[src/rtl/traffic_light_pkg.sv]
// Shared state encodings, lamp patterns and helpers for the two-road intersection controller.
package traffic_light_pkg;

    localparam logic [2:0] ST_MG = 3'd0;
    localparam logic [2:0] ST_MY = 3'd1;
    localparam logic [2:0] ST_RS = 3'd2;
    localparam logic [2:0] ST_SG = 3'd3;
    localparam logic [2:0] ST_SY = 3'd4;
    localparam logic [2:0] ST_RM = 3'd5;
    localparam logic [2:0] ST_FL = 3'd6;

    localparam logic [2:0] LAMP_RED = 3'b100;
    localparam logic [2:0] LAMP_YEL = 3'b010;
    localparam logic [2:0] LAMP_GRN = 3'b001;
    localparam logic [2:0] LAMP_OFF = 3'b000;

    function automatic int max2(input int a, input int b);
        return (a > b) ? a : b;
    endfunction

endpackage

[src/rtl/traffic_light_phase_timer.sv]
// Saturating down-counter used for phase durations and for the flash blink half-period.
module phase_timer #(
    parameter int CNT_W = 6
) (
    input  logic             clk,
    input  logic             reset,
    input  logic             load,
    input  logic [CNT_W-1:0] load_val,
    output logic             zero
);

    logic [CNT_W-1:0] cnt_r;

    // Load has precedence over reset so the owner can preset the count while resetting.
    always_ff @(posedge clk) begin
        if (load) begin
            cnt_r <= load_val;
        end else if (reset) begin
            cnt_r <= {CNT_W{1'b0}};
        end else if (cnt_r != {CNT_W{1'b0}}) begin
            cnt_r <= cnt_r - CNT_W'(1);
        end else begin
            cnt_r <= cnt_r;
        end
    end

    assign zero = (cnt_r == {CNT_W{1'b0}});

endmodule

[src/rtl/traffic_light_intersection.sv]
// Main/side intersection controller with demand-driven side service and maintenance flash.
// Optional pedestrian WALK support is enabled by defining TRAFFIC_PED_WALK_EN.
module traffic_light_intersection
    import traffic_light_pkg::*;
#(
    parameter int MAIN_MIN_CYC = 20,
    parameter int YEL_CYC      = 4,
    parameter int ALLRED_CYC   = 2,
    parameter int SIDE_GRN_CYC = 10,
    parameter int FLASH_HALF   = 5
) (
    input  logic       clk,
    input  logic       reset,
    input  logic       side_req,
    input  logic       flash_en,
    output logic [2:0] main_light,
    output logic [2:0] side_light,
    output logic [2:0] phase
`ifdef TRAFFIC_PED_WALK_EN
    ,
    input  logic       ped_req,
    output logic       walk
`endif
);

    localparam int CNT_W = $clog2(max2(max2(max2(MAIN_MIN_CYC, YEL_CYC), max2(ALLRED_CYC, SIDE_GRN_CYC)),
                                       FLASH_HALF)) + 1;

    logic [2:0]       state_r;
    logic [2:0]       nxt_state_s;
    logic             req_pend_r;
    logic             blink_r;
    logic             blink_nxt_s;
    logic             blink_load_s;
    logic             blink_zero_s;
    logic             tmr_load_s;
    logic [CNT_W-1:0] tmr_val_s;
    logic             tmr_zero_s;
    logic             demand_s;
    logic             enter_sg_s;
    logic [2:0]       main_nxt_s;
    logic [2:0]       side_nxt_s;

    phase_timer #(.CNT_W(CNT_W)) u_phase_tmr (
        .clk      (clk),
        .reset    (reset),
        .load     (tmr_load_s),
        .load_val (tmr_val_s),
        .zero     (tmr_zero_s)
    );

    phase_timer #(.CNT_W(CNT_W)) u_blink_tmr (
        .clk      (clk),
        .reset    (reset),
        .load     (blink_load_s),
        .load_val (CNT_W'(FLASH_HALF - 1)),
        .zero     (blink_zero_s)
    );

`ifdef TRAFFIC_PED_WALK_EN
    logic ped_pend_r;
    logic walk_nxt_s;
    assign demand_s = req_pend_r | side_req | ped_pend_r | ped_req;
`else
    assign demand_s = req_pend_r | side_req;
`endif

    // Next-state, timer reload and blink decisions; reset beats flash beats timed transitions.
    always_comb begin
        nxt_state_s  = state_r;
        tmr_load_s   = 1'b0;
        tmr_val_s    = CNT_W'(MAIN_MIN_CYC - 1);
        blink_load_s = 1'b0;
        blink_nxt_s  = blink_r;
        if (reset) begin
            nxt_state_s = ST_MG;
            tmr_load_s  = 1'b1;
            tmr_val_s   = CNT_W'(MAIN_MIN_CYC - 1);
            blink_nxt_s = 1'b1;
        end else if (flash_en) begin
            nxt_state_s = ST_FL;
            if (state_r != ST_FL) begin
                blink_load_s = 1'b1;
                blink_nxt_s  = 1'b1;
            end else if (blink_zero_s) begin
                blink_load_s = 1'b1;
                blink_nxt_s  = ~blink_r;
            end else begin
                blink_nxt_s  = blink_r;
            end
        end else begin
            case (state_r)
                ST_MG: if (tmr_zero_s && demand_s) begin
                    nxt_state_s = ST_MY; tmr_load_s = 1'b1; tmr_val_s = CNT_W'(YEL_CYC - 1);
                end else begin
                    nxt_state_s = ST_MG;
                end
                ST_MY: if (tmr_zero_s) begin
                    nxt_state_s = ST_RS; tmr_load_s = 1'b1; tmr_val_s = CNT_W'(ALLRED_CYC - 1);
                end else begin
                    nxt_state_s = ST_MY;
                end
                ST_RS: if (tmr_zero_s) begin
                    nxt_state_s = ST_SG; tmr_load_s = 1'b1; tmr_val_s = CNT_W'(SIDE_GRN_CYC - 1);
                end else begin
                    nxt_state_s = ST_RS;
                end
                ST_SG: if (tmr_zero_s) begin
                    nxt_state_s = ST_SY; tmr_load_s = 1'b1; tmr_val_s = CNT_W'(YEL_CYC - 1);
                end else begin
                    nxt_state_s = ST_SG;
                end
                ST_SY: if (tmr_zero_s) begin
                    nxt_state_s = ST_RM; tmr_load_s = 1'b1; tmr_val_s = CNT_W'(ALLRED_CYC - 1);
                end else begin
                    nxt_state_s = ST_SY;
                end
                ST_RM: if (tmr_zero_s) begin
                    nxt_state_s = ST_MG; tmr_load_s = 1'b1; tmr_val_s = CNT_W'(MAIN_MIN_CYC - 1);
                end else begin
                    nxt_state_s = ST_RM;
                end
                ST_FL: begin
                    nxt_state_s = ST_RM; tmr_load_s = 1'b1; tmr_val_s = CNT_W'(ALLRED_CYC - 1);
                end
                default: begin
                    nxt_state_s = ST_MG; tmr_load_s = 1'b1; tmr_val_s = CNT_W'(MAIN_MIN_CYC - 1);
                end
            endcase
        end
    end

    assign enter_sg_s = (nxt_state_s == ST_SG) && (state_r != ST_SG);

    // Lamp patterns derived from the upcoming state so lamps change on the same edge as the state.
    always_comb begin
        main_nxt_s = LAMP_RED;
        side_nxt_s = LAMP_RED;
        case (nxt_state_s)
            ST_MG:   begin main_nxt_s = LAMP_GRN; side_nxt_s = LAMP_RED; end
            ST_MY:   begin main_nxt_s = LAMP_YEL; side_nxt_s = LAMP_RED; end
            ST_SG:   begin main_nxt_s = LAMP_RED; side_nxt_s = LAMP_GRN; end
            ST_SY:   begin main_nxt_s = LAMP_RED; side_nxt_s = LAMP_YEL; end
            ST_FL:   begin
                main_nxt_s = blink_nxt_s ? LAMP_YEL : LAMP_OFF;
                side_nxt_s = blink_nxt_s ? LAMP_RED : LAMP_OFF;
            end
            default: begin main_nxt_s = LAMP_RED; side_nxt_s = LAMP_RED; end
        endcase
    end

    // State, blink phase and lamp registers.
    always_ff @(posedge clk) begin
        state_r    <= nxt_state_s;
        blink_r    <= blink_nxt_s;
        main_light <= main_nxt_s;
        side_light <= side_nxt_s;
    end

    // Side demand latch: armed outside SG, frozen in flash, consumed on SG entry.
    always_ff @(posedge clk) begin
        if (reset) begin
            req_pend_r <= 1'b0;
        end else if (enter_sg_s) begin
            req_pend_r <= 1'b0;
        end else if (side_req && (state_r != ST_SG) && (state_r != ST_FL)) begin
            req_pend_r <= 1'b1;
        end else begin
            req_pend_r <= req_pend_r;
        end
    end

`ifdef TRAFFIC_PED_WALK_EN
    // WALK is granted for the whole side green only when a pedestrian was waiting at entry.
    always_comb begin
        walk_nxt_s = 1'b0;
        if (enter_sg_s) begin
            walk_nxt_s = ped_pend_r;
        end else if (nxt_state_s == ST_SG) begin
            walk_nxt_s = walk;
        end else begin
            walk_nxt_s = 1'b0;
        end
    end

    // Pedestrian latch mirrors the side demand latch.
    always_ff @(posedge clk) begin
        walk <= walk_nxt_s;
        if (reset) begin
            ped_pend_r <= 1'b0;
        end else if (enter_sg_s) begin
            ped_pend_r <= 1'b0;
        end else if (ped_req && (state_r != ST_SG) && (state_r != ST_FL)) begin
            ped_pend_r <= 1'b1;
        end else begin
            ped_pend_r <= ped_pend_r;
        end
    end
`endif

    assign phase = state_r;

endmodule
[config.mk]
export PLATFORM = sky130hd
export DESIGN_NAME = traffic_light_intersection
export DESIGN_NICKNAME = d
export VERILOG_FILES = /design/src/rtl/traffic_light_pkg.sv /design/src/rtl/traffic_light_phase_timer.sv /design/src/rtl/traffic_light_intersection.sv
export SDC_FILE = /design/constraint.sdc
export NUM_CORES = 1
export LEC_CHECK = 0
export ABC_CLOCK_PERIOD_IN_PS = 5000
export BUFFER_PORTS_ARGS = -buffer_cell sky130_fd_sc_hd__buf_2
export CORE_MARGIN = 1.5
export CORE_UTILIZATION = 45
export CTS_BUF_LIST = sky130_fd_sc_hd__clkbuf_8
export DETAILED_ROUTE_END_ITERATION = 6
export GPL_ROUTABILITY_DRIVEN = 0
export PLACE_DENSITY_LB_ADDON = 0.05
export SYNTH_ARGS = -nofsm -noshare
export SYNTH_HDL_FRONTEND = slang
export SYNTH_SLANG_ARGS = --single-unit
[constraint.sdc]
create_clock -name clk -period 5 [get_ports clk]
set_input_delay 0.25 -clock clk [delete_from_list [all_inputs] [get_ports clk]]
set_output_delay 0.25 -clock clk [all_outputs]
set_load 0.01 [all_outputs]
==> flow_summary.toml, run 1 <==
[outcome]
status = "completed"

[global_routing]
grt_pass1_vias = 1016
grt_max_degree = 16
grt_usage_pct = 18.3
grt_first_pass_wirelength_um = 4560
grt_overflow = 0
antenna_found_initial = 0

[placement]
place_inst = 182
hpwl_um = 1970
port-buffer-count = 12

[clocking]
clock-sinks = 23
ctsResizeCount = 0
root_buffer = "clkbuf_8"
tritoncts = "yes"
clk_path_buf_depth = 2
clock_latency_ns = 0.26
post_cts_buffers = 0
cts_hold_buffers = 0
path_clk_slew_ns = 0.08
cts_max_level = 1
cts_buffers = 3

[finish]
mostFrequentLayoutCell = "dfxtp_1"
final_cells = 186
antenna_cells = 0
final_cell_mix = "dfxtp_1 (17), nor2_1 (15), a21oi_1 (13), buf_2 (12), nand2_1 (11)"
layout-drive-gt1-share_pct = 14.2
final_util_pct = 51.8
fillers = 262
area_growth_pct = 10.2
fin_nets = 162

[logic_synthesis]
synth-main-ff-cell = "dfxtp_1"
syn_nets = 149
ys_ff_latch = 23
post_synth_num_cell_types = 43
ys_async_sr_fraction_pct = 0
synth-edff-count = 6
ys_top_cells_by_area = "dfxtp_1 (27%), edfxtp_1 (14%), a21oi_1 (5.1%)"
yosysTopAreaCellShare_pct = 26.7
netlist_area_sq_um = 1270
synth.yosys.seq_area_share_pct = 40.8
synth_top_cell_by_area = "dfxtp_1"
syn-instance-count = 143
yosys_warnings = 0
syn_area_per_cell_sq_um = 8.92

[critical_path]
path_buf_inv = 1
max_stage_delay_ns = 0.54
path_max_fanout = 7
reg2regPathDepth = 6
start_kind = "flop"
cp_slowest_cell = "or4b_4"
cp_data_arrival_time_ns = 2.04
critical_path_depth = 6
crit_chain = "inv_1, ha_1, or4b_4, nor2_8, o311ai_4, nand2_1"
required_ns = 4.96
endpoint_kind = "flop"
critical_path.top_delay_family = "simple AND/OR/NAND/NOR gates"
crit_type = "flop to flop"

[sta]
rsz0062_at_grt = "false"
finalMaxSlewViolations = 0
max_slew_margin_pct = 68.2
post-route-period-util_pct = 41.8
fmax_ghz = 0.479
hold_viol = 0
period_needed_ns = 2.09
whs_ns = 0.340
finalSetupTns_ns = 0
worstMarginPinSlew_ns = 0.477
fin_skew_ns = 0.00328
setup_viol = 0

[detailed_routing]
wl_per_cell_um = 14.1
detail-route-antenna-nets = 0
routed_wl_um = 2630
via_count = 1080
dr.first_iter.drc_count = 51
route.detailed.drc = 0
routed_via_density = 5.81
drt-pass1-iter-count = 4

[hold_path]
min_path_cells = 3
hp-class = "input port to flop"

[power]
finalPower_mw = 0.529
pwr_density_cell_nw_per_um2 = 376
p_leak_nw = 0.532
vdd_drop_max_v = 0.000218

[floorplan]
rows = 19
die-height_um = 56.2
initial_core_util_pct = 47.0
ioPinCount = 13
die_w_um = 56.2
core_area_sq_um = 2710
die-area_sq_um = 3160

[job]
drv_cap = 0
## layer usage
metal / GRT usage, % / up-vias / wire length, um
met5: 0 / - / 0
met4: 8.50 / 0 / 48
met3: 3.26 / 7 / 129
met2: 27.2 / 29 / 1210
met1: 25.8 / 490 / 1240
li1: - / 554 / -
## flip-flops by register name (all words and copies together), names as in the netlist
name,count
u_blink_tmr.cnt_r,6
req_pend_r,1
side_light,3
blink_r,1
main_light,3
phase,3
u_phase_tmr.cnt_r,6
## worst paths after layout
| check | endpoint | slack (ns) | from |
|---|---|---|---|
| max | u_phase_tmr.cnt_r[5] | 2.91 | u_phase_tmr.cnt_r[0] |
| min | req_pend_r | 0.34 | side_req |
| max reg2reg | u_phase_tmr.cnt_r[5] | 2.91 | u_phase_tmr.cnt_r[0] |
| min reg2reg | u_blink_tmr.cnt_r[3] | 0.52 | u_blink_tmr.cnt_r[3] |
## worst register-to-register path, delay by kind of cell, from the launching register on
| family | cells | cell delay (ns) |
|---|---|---|
| flops | 1 | 0.42 |
| fa+ha+maj | 1 | 0.21 |
| compound gates | 1 | 0.13 |
| buf+inv | 1 | 0.08 |
| simple gates | 3 | 0.93 |
## final cells by class
cell class,count,area (sq um),area share [%]
multi-input combinational,109,713,50.8
sequential,23,520,37.0
timing repair buffer,12,60.1,4.27
clock buffer,3,41.3,2.94
tap,31,38.8,2.76
inverter,7,26.3,1.87
clock inverter,1,5.00,0.356
## cell families after synthesis
group	after synthesis	share of synthesized area [%]
DFF	23	40.8
and+or+nand+nor	61	28.4
adders and majority gates	2	1.96
buffers and inverters	11	3.24
muxes	1	0.785
AOI/OAI and AO/OA	41	22.1
xor gates and xnor gates	4	2.75
## stage by stage
stage / area, sq um / setup WS, ns
2_1_floorplan: 1270 / 3.10
3_3_place_gp: 1360 / 2.99
3_5_place_dp: 1360 / 2.93
4_1_cts: 1410 / 2.92
5_1_grt: 1410 / 2.83
6_report: 1410 / 2.91
## report_power, final
| part | internal, mW | total [mW] | leakage (nW) | switching, mW |
|---|---|---|---|---|
| combinational | 0.0673 | 0.149 | 0.302 | 0.0816 |
| sequential | 0.227 | 0.267 | 0.205 | 0.0398 |
| clock | 0.0556 | 0.113 | 0.0255 | 0.0573 |
## synth_stat cells, drive strengths merged (2+ instances only)
library cell	instances
o21ai	5
a21oi	13
nand2b	5
and2	2
xnor2	2
clkbuf	4
dfxtp	17
xor2	2
nor4	3
inv	7
a211oi	6
o21bai	2
o311ai	2
edfxtp	6
or3	5
nor3	3
nand3	3
a21o	2
o22ai	2
ha	2
nor3b	2
nor4b	2
or2	2
a31oi	2
nand3b	2
or4	2
nor2	16
nand2	11
Power figures use the tool's default switching activity.
==> run 2, diff against run 1 <==
--- a/config.mk
+++ b/config.mk
@@ -5,7 +5,7 @@
 export SDC_FILE = /design/constraint.sdc
 export NUM_CORES = 1
 export LEC_CHECK = 0
-export ABC_CLOCK_PERIOD_IN_PS = 5000
+export ABC_CLOCK_PERIOD_IN_PS = 2070
 export BUFFER_PORTS_ARGS = -buffer_cell sky130_fd_sc_hd__buf_2
 export CORE_MARGIN = 1.5
 export CORE_UTILIZATION = 45
==> constraint.sdc (replaced) <==
create_clock -name clk -period 2.07 [get_ports clk]
set_input_delay 0.1035 -clock clk [delete_from_list [all_inputs] [get_ports clk]]
set_output_delay 0.1035 -clock clk [all_outputs]
set_load 0.01 [all_outputs]
==> flow_summary.toml, run 2 (synthesis results as in run 1) <==
[hold_path]
hp-class = "input port to flop"

[sta]
setup_viol = 0
finalMaxSlewViolations = 0
post-route-period-util_pct = 95.2
hold_viol = 0
max_slew_margin_pct = 69.9
period_needed_ns = 1.97
fmax_ghz = 0.507
worstMarginPinSlew_ns = 0.450
fin_skew_ns = 0.00481
rsz0062_at_grt = "true"

[power]
pwr-share-comb_pct = 29.9
clkPwrFrac_pct = 21.5
power_frac_seq_pct = 48.6
intPower_mw = 0.858
p_leak_nw = 0.552
power_switching_mw = 0.447
pwr_density_cell_nw_per_um2 = 902
swShare_pct = 34.2
finalPower_mw = 1.30
vdd_drop_max_v = 0.000560

[clocking]
cts_max_level = 1
tritoncts = "yes"
root_buffer = "clkbuf_8"
clock-sinks = 23
cts_buffers = 3
cts_hold_buffers = 0
path_clk_slew_ns = 0.08
clk_path_buf_depth = 2
clock_latency_ns = 0.27

[placement]
port-buffer-count = 12
hpwl_um = 2050

[critical_path]
required_ns = 2.09
cp_slowest_cell = "or4b_4"
start_kind = "flop"
path_max_fanout = 7
critical_path.top_delay_family = "simple AND/OR/NAND/NOR gates"
crit_chain = "inv_1, ha_1, or4b_4, nor2_8, o311ai_4, a22o_1"
crit_type = "flop to flop"
endpoint_kind = "flop"
path_buf_inv = 1
max_stage_delay_ns = 0.54
cp_data_arrival_time_ns = 1.99

[outcome]
status = "completed"

[detailed_routing]
detail-route-antenna-nets = 0
route.detailed.drc = 0
dr.first_iter.drc_count = 44
via_count = 1090
routed_via_density = 5.77
drt-pass1-iter-count = 4
wl_per_cell_um = 14.3
routed_wl_um = 2700

[finish]
antenna_cells = 0
final_cell_mix = "dfxtp_1 (17), nor2_1 (15), a21oi_1 (12), buf_2 (12), nand2_1 (10)"
layout-drive-gt1-share_pct = 18.4
mostFrequentLayoutCell = "dfxtp_1"
fin_nets = 165
fillers = 265
register_area_sq_um = 520
largestRegisters = "u_blink_tmr.cnt_r: 6 flops, u_phase_tmr.cnt_r: 6 flops"
final_util_pct = 53.3
area_growth_pct = 13.3
multiInputGateArea_sq_um = 731

[global_routing]
grt_usage_pct = 18.8
grt_overflow = 0
antenna_found_initial = 0
grt_max_degree = 16
grt_first_pass_wirelength_um = 4640
grt_pass1_vias = 988

[job]
drv_cap = 0

[floorplan]
die-height_um = 56.2
die_w_um = 56.2
initial_core_util_pct = 47.0
core_area_sq_um = 2710
die-area_sq_um = 3160
ioPinCount = 13
rows = 19
-- run 2: changes by cell type in the layout (fill, tap and decap cells not counted) --
cell,delta
a21oi_1,-1
nand2_2,+1
a21oi_2,+1
nand2_1,-1
buf_4,+3
a211oi_1,-1
nor4b_2,+1
a211oi_2,+1
nor4b_1,-1
-- run 2: power by group through the flow --
stage | clock (mW) | sequential, mW | combinational, mW
after global placement | 0 | 0.643 | 0.373
after floorplan | 0 | 0.631 | 0.287
after CTS | 0.293 | 0.634 | 0.381
after detailed placement | 0 | 0.644 | 0.379
final | 0.280 | 0.634 | 0.390
after global routing | 0.312 | 0.648 | 0.441
-- run 2: area by class of cell --
cell class / count / area share [%]
multi-input cells: 109 / 50.6
flip-flops and latches: 23 / 36.0
repair buffers: 15 / 5.71
clock buffers: 3 / 2.86
well taps: 31 / 2.68
inverters: 7 / 1.82
clock inverters: 1 / 0.346
-- run 2: routing by layer --
layer  track usage [%]  vias up  wire (um)
met3              2.33        4         72
met2              28.2       24       1270
met5                 0        -          0
met4              8.16        0         36
met1              27.2      504       1330
li1                  -      558          -
-- run 2: worst paths after layout --
kind                         from              endpoint  slack [ns]  depth (start not counted)
min reg2reg  u_blink_tmr.cnt_r[3]  u_blink_tmr.cnt_r[3]        0.52                          2
min                      flash_en               blink_r        0.19                          3
max reg2reg  u_phase_tmr.cnt_r[0]  u_phase_tmr.cnt_r[3]         0.1                          6
max          u_phase_tmr.cnt_r[0]  u_phase_tmr.cnt_r[3]         0.1                          6
-- run 2: worst reg2reg max path, stage by stage, from the launching register on --
cell      delay (ns)
edfxtp_1        0.42
inv_1           0.08
ha_1            0.20
or4b_4          0.54
nor2_8          0.12
o311ai_4        0.13
a22o_1          0.24
-- run 2: per-stage QoR --
stage | hold WS [ns] | cell area (sq um) | setup TNS [ns] | worst slack, ns | std cells
2_1_floorplan | 0.286 | 1270 | 0 | 0.170 | 143
3_3_place_gp | 0.464 | 1380 | 0 | 0.107 | 185
3_5_place_dp | 0.480 | 1380 | 0 | 0.0463 | 185
4_1_cts | 0.190 | 1430 | 0 | 0.0370 | 189
5_1_grt | 0.216 | 1450 | -0.0170 | -0.0170 | 189
6_report | 0.193 | 1450 | 0 | 0.0986 | 189
-- run 2: timing repair --
action,in CTS,in global routing
resized for setup,0,4
setup endpoints to repair,0,7
setup buffers,0,0
==> run 3, diff against run 2 <==
--- a/config.mk
+++ b/config.mk
@@ -7,7 +7,6 @@
 export LEC_CHECK = 0
 export ABC_CLOCK_PERIOD_IN_PS = 2070
 export BUFFER_PORTS_ARGS = -buffer_cell sky130_fd_sc_hd__buf_2
-export CORE_MARGIN = 1.5
 export CORE_UTILIZATION = 45
 export CTS_BUF_LIST = sky130_fd_sc_hd__clkbuf_8
 export DETAILED_ROUTE_END_ITERATION = 6
==> flow_summary.toml, run 3 (synthesis results as in run 1) <==
[critical_path]
path_max_fanout = 7
rr_endpoint = "u_phase_tmr.cnt_r[5]"
start_kind = "flop"
critical_path.top_delay_family = "simple AND/OR/NAND/NOR gates"
cp_data_arrival_time_ns = 1.92
reg2regPathDepth = 6
cp-startpoint = "u_phase_tmr.cnt_r[0]"
crit_type = "flop to flop"
max_stage_delay_ns = 0.55
cp_slowest_cell = "or4b_4"
reg2reg_from = "u_phase_tmr.cnt_r[0]"
critical_path_depth = 6
r2r_slack_ns = 0.12
critical_path.endpoint = "u_phase_tmr.cnt_r[5]"
required_ns = 2.04
path_buf_inv = 1
endpoint_kind = "flop"
crit_chain = "inv_1, ha_1, or4b_4, nor2_8, o311ai_4, nand2_2"

[power]
swShare_pct = 33.9
p_leak_nw = 0.554
vdd_drop_max_v = 0.000523
pwr-share-comb_pct = 29.8
intPower_mw = 0.854
power_switching_mw = 0.439
power_frac_seq_pct = 49.0
pwr_density_cell_nw_per_um2 = 894
clkPwrFrac_pct = 21.2

[placement]
port-buffer-count = 12
hpwl_um = 2000

[finish]
fin_nets = 165
mostFrequentLayoutCell = "dfxtp_1"
layout-drive-gt1-share_pct = 18.4
fillers = 254
multiInputGateArea_sq_um = 733
largestRegisters = "u_blink_tmr.cnt_r: 6 flops, u_phase_tmr.cnt_r: 6 flops"
register_area_sq_um = 520
final_cell_mix = "dfxtp_1 (17), nor2_1 (15), a21oi_1 (13), buf_2 (12), nand2_1 (10)"
antenna_cells = 0
area_growth_pct = 13.4

[global_routing]
grt_overflow = 0
top_usage_layer = "met1"
grt_pass1_vias = 945
use_met2_pct = 26.3
gr-usage-met3_pct = 3.28
grtUsageMet1_pct = 27.0
antenna_found_initial = 0
grt_max_degree = 16
grt_usage_pct = 18.2
grt_first_pass_wirelength_um = 4370

[detailed_routing]
dr.first_iter.drc_count = 54
detail-route-antenna-nets = 0
via_count = 1090
drt-pass1-iter-count = 6
route.detailed.drc = 0
routed_via_density = 5.80
wl_per_cell_um = 14.6
routed_wl_um = 2750

[sta]
rsz0062_at_grt = "false"
fmax_ghz = 0.513
fin_skew_ns = 0.00389
whs_ns = 0.191
setup_viol = 0
post-route-period-util_pct = 94.2
hold_viol = 0
max_slew_margin_pct = 69.4
period_needed_ns = 1.95
worstMarginPinSlew_ns = 0.459
finalMaxSlewViolations = 0
finalSetupTns_ns = 0

[floorplan]
rows = 18
die-area_sq_um = 3050
ioPinCount = 13
core_area_sq_um = 2570
die_w_um = 55.2
initial_core_util_pct = 49.7
die-height_um = 55.2

[clocking]
tritoncts = "yes"
root_buffer = "clkbuf_8"
clk_path_buf_depth = 2
clock-sinks = 23
clock_latency_ns = 0.26
cts_buffers = 3
cts_max_level = 1
cts_hold_buffers = 0
path_clk_slew_ns = 0.08

[job]
drv_cap = 0

[hold_path]
hp-class = "input port to flop"
min_path_cells = 3

[outcome]
status = "completed"
run 3: metrics by stage:
stage / util, % / setup WS, ns / power (mW) / cells / instance area (sq um)
5_1_grt: 56.3 / 0.00771 / 1.37 / 188 / 1450
2_1_floorplan: - / 0.170 / 0.918 / 143 / 1270
3_5_place_dp: 53.8 / 0.0638 / 1.02 / 184 / 1380
3_3_place_gp: 53.8 / 0.0944 / 1.01 / 184 / 1380
6_report: 56.3 / 0.121 / 1.29 / 188 / 1450
4_1_cts: 55.6 / 0.0387 / 1.30 / 188 / 1430
run 3: metal layers:
metal / wire (um) / vias up / share of wire (%)
met3: 134 / 5 / 4.9
li1: - / 555 / -
met1: 1410 / 498 / 51
met5: 0 / - / 0
met2: 1160 / 32 / 42
met4: 39 / 0 / 1.4
run 3: how the worst min path moves through the flow:
| stage | startpoint | to |
|---|---|---|
| after CTS | flash_en | blink_r |
| after global placement | side_req | req_pend_r |
| after detailed placement | side_req | req_pend_r |
| final | flash_en | blink_r |
| after global routing | side_req | req_pend_r |
| after floorplan | reset | side_light[2] |
run 3: cell type report:
cell class	count	share of cell area, %
tap	30	2.60
sequential	23	36.0
timing repair buffer	15	5.71
multi-input combinational	109	50.7
inverter	7	1.82
clock inverter	1	0.346
clock buffer	3	2.85
run 3: worst min-delay path, stage by stage:
cell and delay, ns:
buf_2 0.13, o21ai_0 0.10, a21oi_1 0.08
run 3: power groups by stage:
stage	registers (mW)	clock network (mW)	logic, mW
finish	0.634	0.274	0.385
global route	0.645	0.295	0.431
CTS	0.632	0.287	0.377
detailed placement	0.643	0	0.373
global placement	0.638	0	0.375
floorplan	0.631	0	0.287
run 3: repair_timing:
action                     4_1_cts  5_1_grt
buffers inserted                 0        0
setup endpoints to repair        0        9
gates resized for setup          0        4
